## src/rtl/alu_pkg.sv

```systemverilog
// Shared ALU definitions: the ALUControl opcode encoding used by the decoder
// and the execution unit, and the iterative executor's state enumeration.
package alu_pkg;

  typedef enum logic [3:0] {
    ALU_ADD  = 4'b0000,
    ALU_SUB  = 4'b0001,
    ALU_AND  = 4'b0010,
    ALU_OR   = 4'b0011,
    ALU_SLL  = 4'b0100,
    ALU_SLT  = 4'b0101,
    ALU_SLTU = 4'b0110,
    ALU_XOR  = 4'b0111,
    ALU_SRL  = 4'b1000,
    ALU_SRA  = 4'b1001
  } alu_op_e;

  typedef enum logic [1:0] {
    ST_IDLE  = 2'd0,
    ST_SHIFT = 2'd1,
    ST_DONE  = 2'd2
  } alu_state_e;

  function automatic logic is_shift_op(input logic [3:0] op);
    return (op == ALU_SLL) || (op == ALU_SRL) || (op == ALU_SRA);
  endfunction

endpackage

```

## src/rtl/alu_shift_step.sv

```systemverilog
// One-bit shift step of the iterative shifter.
//   value   : current working value
//   dir     : 0 = shift left, 1 = shift right
//   arith   : on right shifts, fill with value's MSB instead of 0
//   shifted : value shifted by exactly one position
module alu_shift_step #(
  parameter int unsigned WIDTH = 32
) (
  input  logic [WIDTH-1:0] value,
  input  logic             dir,
  input  logic             arith,
  output logic [WIDTH-1:0] shifted
);

  always_comb begin
    if (dir) begin
      shifted = {arith & value[WIDTH-1], value[WIDTH-1:1]};
    end else begin
      shifted = {value[WIDTH-2:0], 1'b0};
    end
  end

endmodule

```

## src/rtl/alu_iter_exec.sv

```systemverilog
// Iterative ALU execution unit. Logic/arithmetic/compare ops finish in one
// cycle; shifts by a non-zero amount step one bit per cycle in SHIFT.
// Ports:
//   clk, reset          : clock, asynchronous active-low reset
//   in_valid/in_ready   : request handshake (ready only in IDLE)
//   ALUControl, a, b    : opcode (alu_pkg encoding) and operands, b[SHAMT_W-1:0] = shamt
//   out_valid/out_ready : response handshake
//   result, zero        : result and result==0 flag
//   illegal             : captured opcode was undefined
module alu_iter_exec
  import alu_pkg::*;
#(
  parameter int unsigned WIDTH   = 32,
  parameter int unsigned SHAMT_W = 5
) (
  input  logic             clk,
  input  logic             reset,
  input  logic             in_valid,
  output logic             in_ready,
  input  logic [3:0]       ALUControl,
  input  logic [WIDTH-1:0] a,
  input  logic [WIDTH-1:0] b,
  output logic             out_valid,
  input  logic             out_ready,
  output logic [WIDTH-1:0] result,
  output logic             zero,
  output logic             illegal
);

  alu_state_e         r_state;
  logic               r_in_ready;
  logic               r_out_valid;
  logic [WIDTH-1:0]   r_result;
  logic               r_zero;
  logic               r_illegal;
  logic [SHAMT_W-1:0] r_shamt;
  logic               r_dir;
  logic               r_arith;

  logic [WIDTH-1:0]   w_alu_res;
  logic               w_illegal;
  logic               w_is_shift;
  logic [SHAMT_W-1:0] w_shamt;
  logic [WIDTH-1:0]   w_shifted;

  always_comb begin
    w_alu_res  = '0;
    w_illegal  = 1'b0;
    w_shamt    = b[SHAMT_W-1:0];
    w_is_shift = is_shift_op(ALUControl);
    case (ALUControl)
      ALU_ADD:  w_alu_res = a + b;
      ALU_SUB:  w_alu_res = a - b;
      ALU_AND:  w_alu_res = a & b;
      ALU_OR:   w_alu_res = a | b;
      ALU_XOR:  w_alu_res = a ^ b;
      ALU_SLT:  w_alu_res = {{(WIDTH-1){1'b0}}, ($signed(a) < $signed(b))};
      ALU_SLTU: w_alu_res = {{(WIDTH-1){1'b0}}, (a < b)};
      // Only reaches DONE directly when shamt==0, where the result is a unchanged.
      ALU_SLL, ALU_SRL, ALU_SRA: w_alu_res = a;
      default:  w_illegal = 1'b1;
    endcase
  end

  alu_shift_step #(.WIDTH(WIDTH)) u_shift_step (
    .value   (r_result),
    .dir     (r_dir),
    .arith   (r_arith),
    .shifted (w_shifted)
  );

  always_ff @(posedge clk or negedge reset) begin
    if (!reset) begin
      r_state     <= ST_IDLE;
      r_in_ready  <= 1'b1;
      r_out_valid <= 1'b0;
      r_result    <= '0;
      r_zero      <= 1'b0;
      r_illegal   <= 1'b0;
      r_shamt     <= '0;
      r_dir       <= 1'b0;
      r_arith     <= 1'b0;
    end else begin
      case (r_state)
        ST_IDLE: begin
          if (in_valid && r_in_ready) begin
            r_in_ready <= 1'b0;
            r_dir      <= (ALUControl != ALU_SLL);
            r_arith    <= (ALUControl == ALU_SRA);
            if (w_is_shift && (w_shamt != '0)) begin
              // r_result doubles as the shifter's working register.
              r_state   <= ST_SHIFT;
              r_result  <= a;
              r_shamt   <= w_shamt;
              r_zero    <= 1'b0;
              r_illegal <= 1'b0;
            end else begin
              r_state     <= ST_DONE;
              r_out_valid <= 1'b1;
              r_result    <= w_alu_res;
              r_zero      <= (w_alu_res == '0);
              r_illegal   <= w_illegal;
            end
          end
        end
        ST_SHIFT: begin
          r_result <= w_shifted;
          r_shamt  <= r_shamt - SHAMT_W'(1);
          if (r_shamt == SHAMT_W'(1)) begin
            r_state     <= ST_DONE;
            r_out_valid <= 1'b1;
            r_zero      <= (w_shifted == '0);
          end
        end
        ST_DONE: begin
          if (out_ready) begin
            r_state     <= ST_IDLE;
            r_out_valid <= 1'b0;
            r_in_ready  <= 1'b1;
          end
        end
        default: r_state <= ST_IDLE;
      endcase
    end
  end

  assign in_ready  = r_in_ready;
  assign out_valid = r_out_valid;
  assign result    = r_result;
  assign zero      = r_zero;
  assign illegal   = r_illegal;

endmodule
```

## config.mk

```make
export PLATFORM = sky130hd
export DESIGN_NAME = alu_iter_exec
export DESIGN_NICKNAME = d
export VERILOG_FILES = /design/src/rtl/alu_pkg.sv /design/src/rtl/alu_shift_step.sv /design/src/rtl/alu_iter_exec.sv
export SDC_FILE = /design/constraint.sdc
export NUM_CORES = 1
export LEC_CHECK = 0
export ABC_CLOCK_PERIOD_IN_PS = 4200
export CORE_MARGIN = 3
export CORE_UTILIZATION = 34
export CTS_BUF_LIST = sky130_fd_sc_hd__clkbuf_2 sky130_fd_sc_hd__clkbuf_4 sky130_fd_sc_hd__clkbuf_8
export CTS_CLUSTER_DIAMETER = 60
export DETAILED_ROUTE_END_ITERATION = 16
export HOLD_SLACK_MARGIN = 0.06
export SYNTH_ARGS = -nofsm -noshare
export SYNTH_HDL_FRONTEND = slang
export SYNTH_SLANG_ARGS = --single-unit
export TNS_END_PERCENT = 50
```

## constraint.sdc

```tcl
create_clock -name clk -period 4.2 [get_ports clk]
set_input_delay 1.26 -clock clk [delete_from_list [all_inputs] [get_ports clk]]
set_output_delay 1.26 -clock clk [all_outputs]
set_load 0.1 [all_outputs]
```

==> results of run 1 <==
-- what timing repair did --
action | 4_1_cts | 5_1_grt
endpoints found under the setup margin | 17 | 10
pin swaps | 71 | 29
setup buffers | 33 | 8
endpoints found under the hold margin | 0 | 0
resized for setup | 229 | 64
cloned | 0 | 0
-- worst max-delay path: stages --
cell       delay, ns
buf_2           0.10
inv_2           0.05
buf_6           0.12
buf_6           0.11
fa_1            0.52
mux2i_1         0.08
a22oi_1         0.21
o221ai_2        0.16
nor2_1          0.15
or4bb_4         0.51
nor4_4          0.30
nand4bb_1       0.17
nor4_2          0.25
and4b_1         0.26
nand4_1         0.13
o31ai_2         0.18
-- cell usage in the layout (no fill, tap or decap), drive strengths merged, types with 15 or more instances in the layout --
cell           Yosys  layout
clkdlybuf4s50      0      65
a21oi             90      90
a211oi            28      28
nor3              30      30
ha               118     118
a21o              21      21
nor2             100     100
o21ai             98      98
inv              100     100
dlygate4sd2        0      29
a221oi            19      19
o221ai            18      18
mux2i             29      29
o31ai             17      17
nor2b             20      20
nand3             32      32
dfrtp             44      44
buf               38     492
o211ai            15      15
nor4              18      18
nand2            117     117
-- sequential cells by signal (all words and copies together), names as in the netlist --
register and count:
out_valid 1, result 32, zero 1, r_state 2, r_shamt 5, in_ready 1
r_dir 1, r_arith 1, illegal 1
-- layout make-up --
| cell class | count | area, µm² | share of cell area (%) |
|---|---|---|---|
| multi-input combinational | 1005 | 7940 | 53.7 |
| timing repair buffer | 591 | 4810 | 32.5 |
| sequential | 45 | 1130 | 7.63 |
| tap | 330 | 413 | 2.79 |
| inverter | 100 | 375 | 2.54 |
| clock buffer | 6 | 82.6 | 0.559 |
| clock inverter | 2 | 37.5 | 0.254 |
-- power groups by stage --
| stage | logic [mW] | clock network (mW) | registers (mW) |
|---|---|---|---|
| 2_1_floorplan | 1.36 | 0 | 1.85 |
| 3_3_place_gp | 3.62 | 0 | 0.905 |
| 3_5_place_dp | 3.66 | 0 | 0.912 |
| 4_1_cts | 3.81 | 0.363 | 0.905 |
| 5_1_grt | 4.16 | 0.374 | 0.946 |
| 6_report | 3.92 | 0.357 | 0.911 |
-- per-layer routing --
layer	GRT usage (%)	part of all wire, %	up-vias
met2	44.8	46	463
met4	9.93	3.8	0
met1	36.2	44	5525
li1	-	-	5594
met5	0	0	-
met3	3.56	6.3	93
-- cells by family after synthesis --
group           count (synthesis)  share of synthesized area [%]
compound gates                447                           35.2
simple gates                  398                           22.0
buf+inv                       182                           8.52
fa+ha+maj                     120                           17.1
flops                          45                           12.7
mux                            33                           3.78
xor+xnor                        7                          0.691
-- worst paths after layout --
check | endpoint | slack [ns] | depth (start not counted)
max | zero | -0.15 | 16
min | in_ready | 0.49 | 2
max reg2reg | zero | 1.06 | 13
min reg2reg | in_ready | 0.49 | 2
max in group asynchronous | r_dir | 2.38 | 1
min in group asynchronous | result[6] | 1.12 | 1
==> out/qor.csv, run 1 <==
metric,value,unit
synth_top_area_share,16.7,%
hpwlAfterDp,32000,µm
drtPass1Iterations,8,
dp_cells,2030,
ctsRootBufferMaster,clkbuf_8,
die-width,167,µm
clkLatencyLatePin,0.31,ns
pwr-share-clk,6.9,%
start_util,34.9,%
ys.flop_type,dfrtp_1,
dieArea,28100,µm²
h-tree-depth,2,
vias,11700,
setup_slack,-0.147,ns
comb_power_share,75.6,%
drv_cap,0,
slew_headroom,31.5,%
wl,40200,µm
seqPwrFrac,17.6,%
synth_area,8870,µm²
synth.distinct_cells,93,
fin_util,58.2,%
wire_per_inst,19.4,µm
final_area,14800,µm²
syn_area_per_cell,7.20,µm²
worstMarginPinSlew,1.03,ns
path_clk_slew,0.10,ns
synth-seq-cells,45,
drive_gt1_share,40.1,%
async_flop_share,100,%
row_count,58,
drcViolationCount,0,
critPathRequiredTime,4.42,ns
clockBufferDepth,2,
violations,setup timing,
cp-startpoint,a[1],
fin_setup_tns,-0.147,ns
peakVddDrop,0.000823,V
final_nets,1940,
synth-edff-count,0,
criticalPathCategory,in2reg,
synthCells,1232,
fillers,2340,
layout-area-overhead-vs-synth,66.7,%
netSwitchingPower,2.91,mW
regToRegStartpoint,r_state[1],
grt_use_total,27.1,%
die_h,167,µm
port_buffers,107,
clock_skew,0.00956,ns
power.density,351,nW/µm²
outcome,"complete, but fails checks",
max_freq,0.230,GHz
holdBufCountCts,0,
routabilityCongestion,1.02,
grt_pass1_wl,62000,µm
switching_share,56.2,%
crit_path_start_kind,primary input,
rsz0062_at_grt,yes,
core,25400,µm²
synth.most_common_cell,ha_1,
period_needed,4.35,ns
placed_area,13400,µm²
min_from,in_ready,
antenna_found_initial,0,
stdcell_count,2079,
finalCritPeriodShare,104,%
overflow,0,
holdWs,0.492,ns
tritoncts,built,
grt_max_degree,54,
maxSlewViolCount,0,
synthTopCellsByArea,"ha_1 17%, dfrtp_1 12%, o21ai_0 5.3%",
grt_pass1_vias,11400,
syn_nets,1424,
antenna_cells,0,
p_int,2.28,mW
drtAntennaViolNets,0,
ios,108,
synth_seq_area_share,12.7,%
synth_common_cells,"118 x ha_1, 117 x nand2_1, 100 x inv_1, 99 x nor2_1, 94 x o21ai_0",
synth_warnings,0,
crit_path_max_fanout,2,
drt_iter0_drc,1076,
endpoint_kind,register,
report.final.setup_viol,1,
leakagePower,6.78,nW
cts_buffers,5,
via_per_inst,5.62,
total_power,5.19,mW
hold_class,reg2reg,
yosysTopAreaCell,ha_1,
worstPathArrival,4.57,ns
dp_worst_setup_slack,-0.947,ns
cts_sinks,45,
final_hold_viol_count,0,
Power figures use the tool's default switching activity.
==> run 2, diff against run 1 <==
Settings changed: GPL_ROUTABILITY_DRIVEN from default to 1.
==> results of run 2 <==
The final DEF is identical to that of run 1; final timing and power are the same.
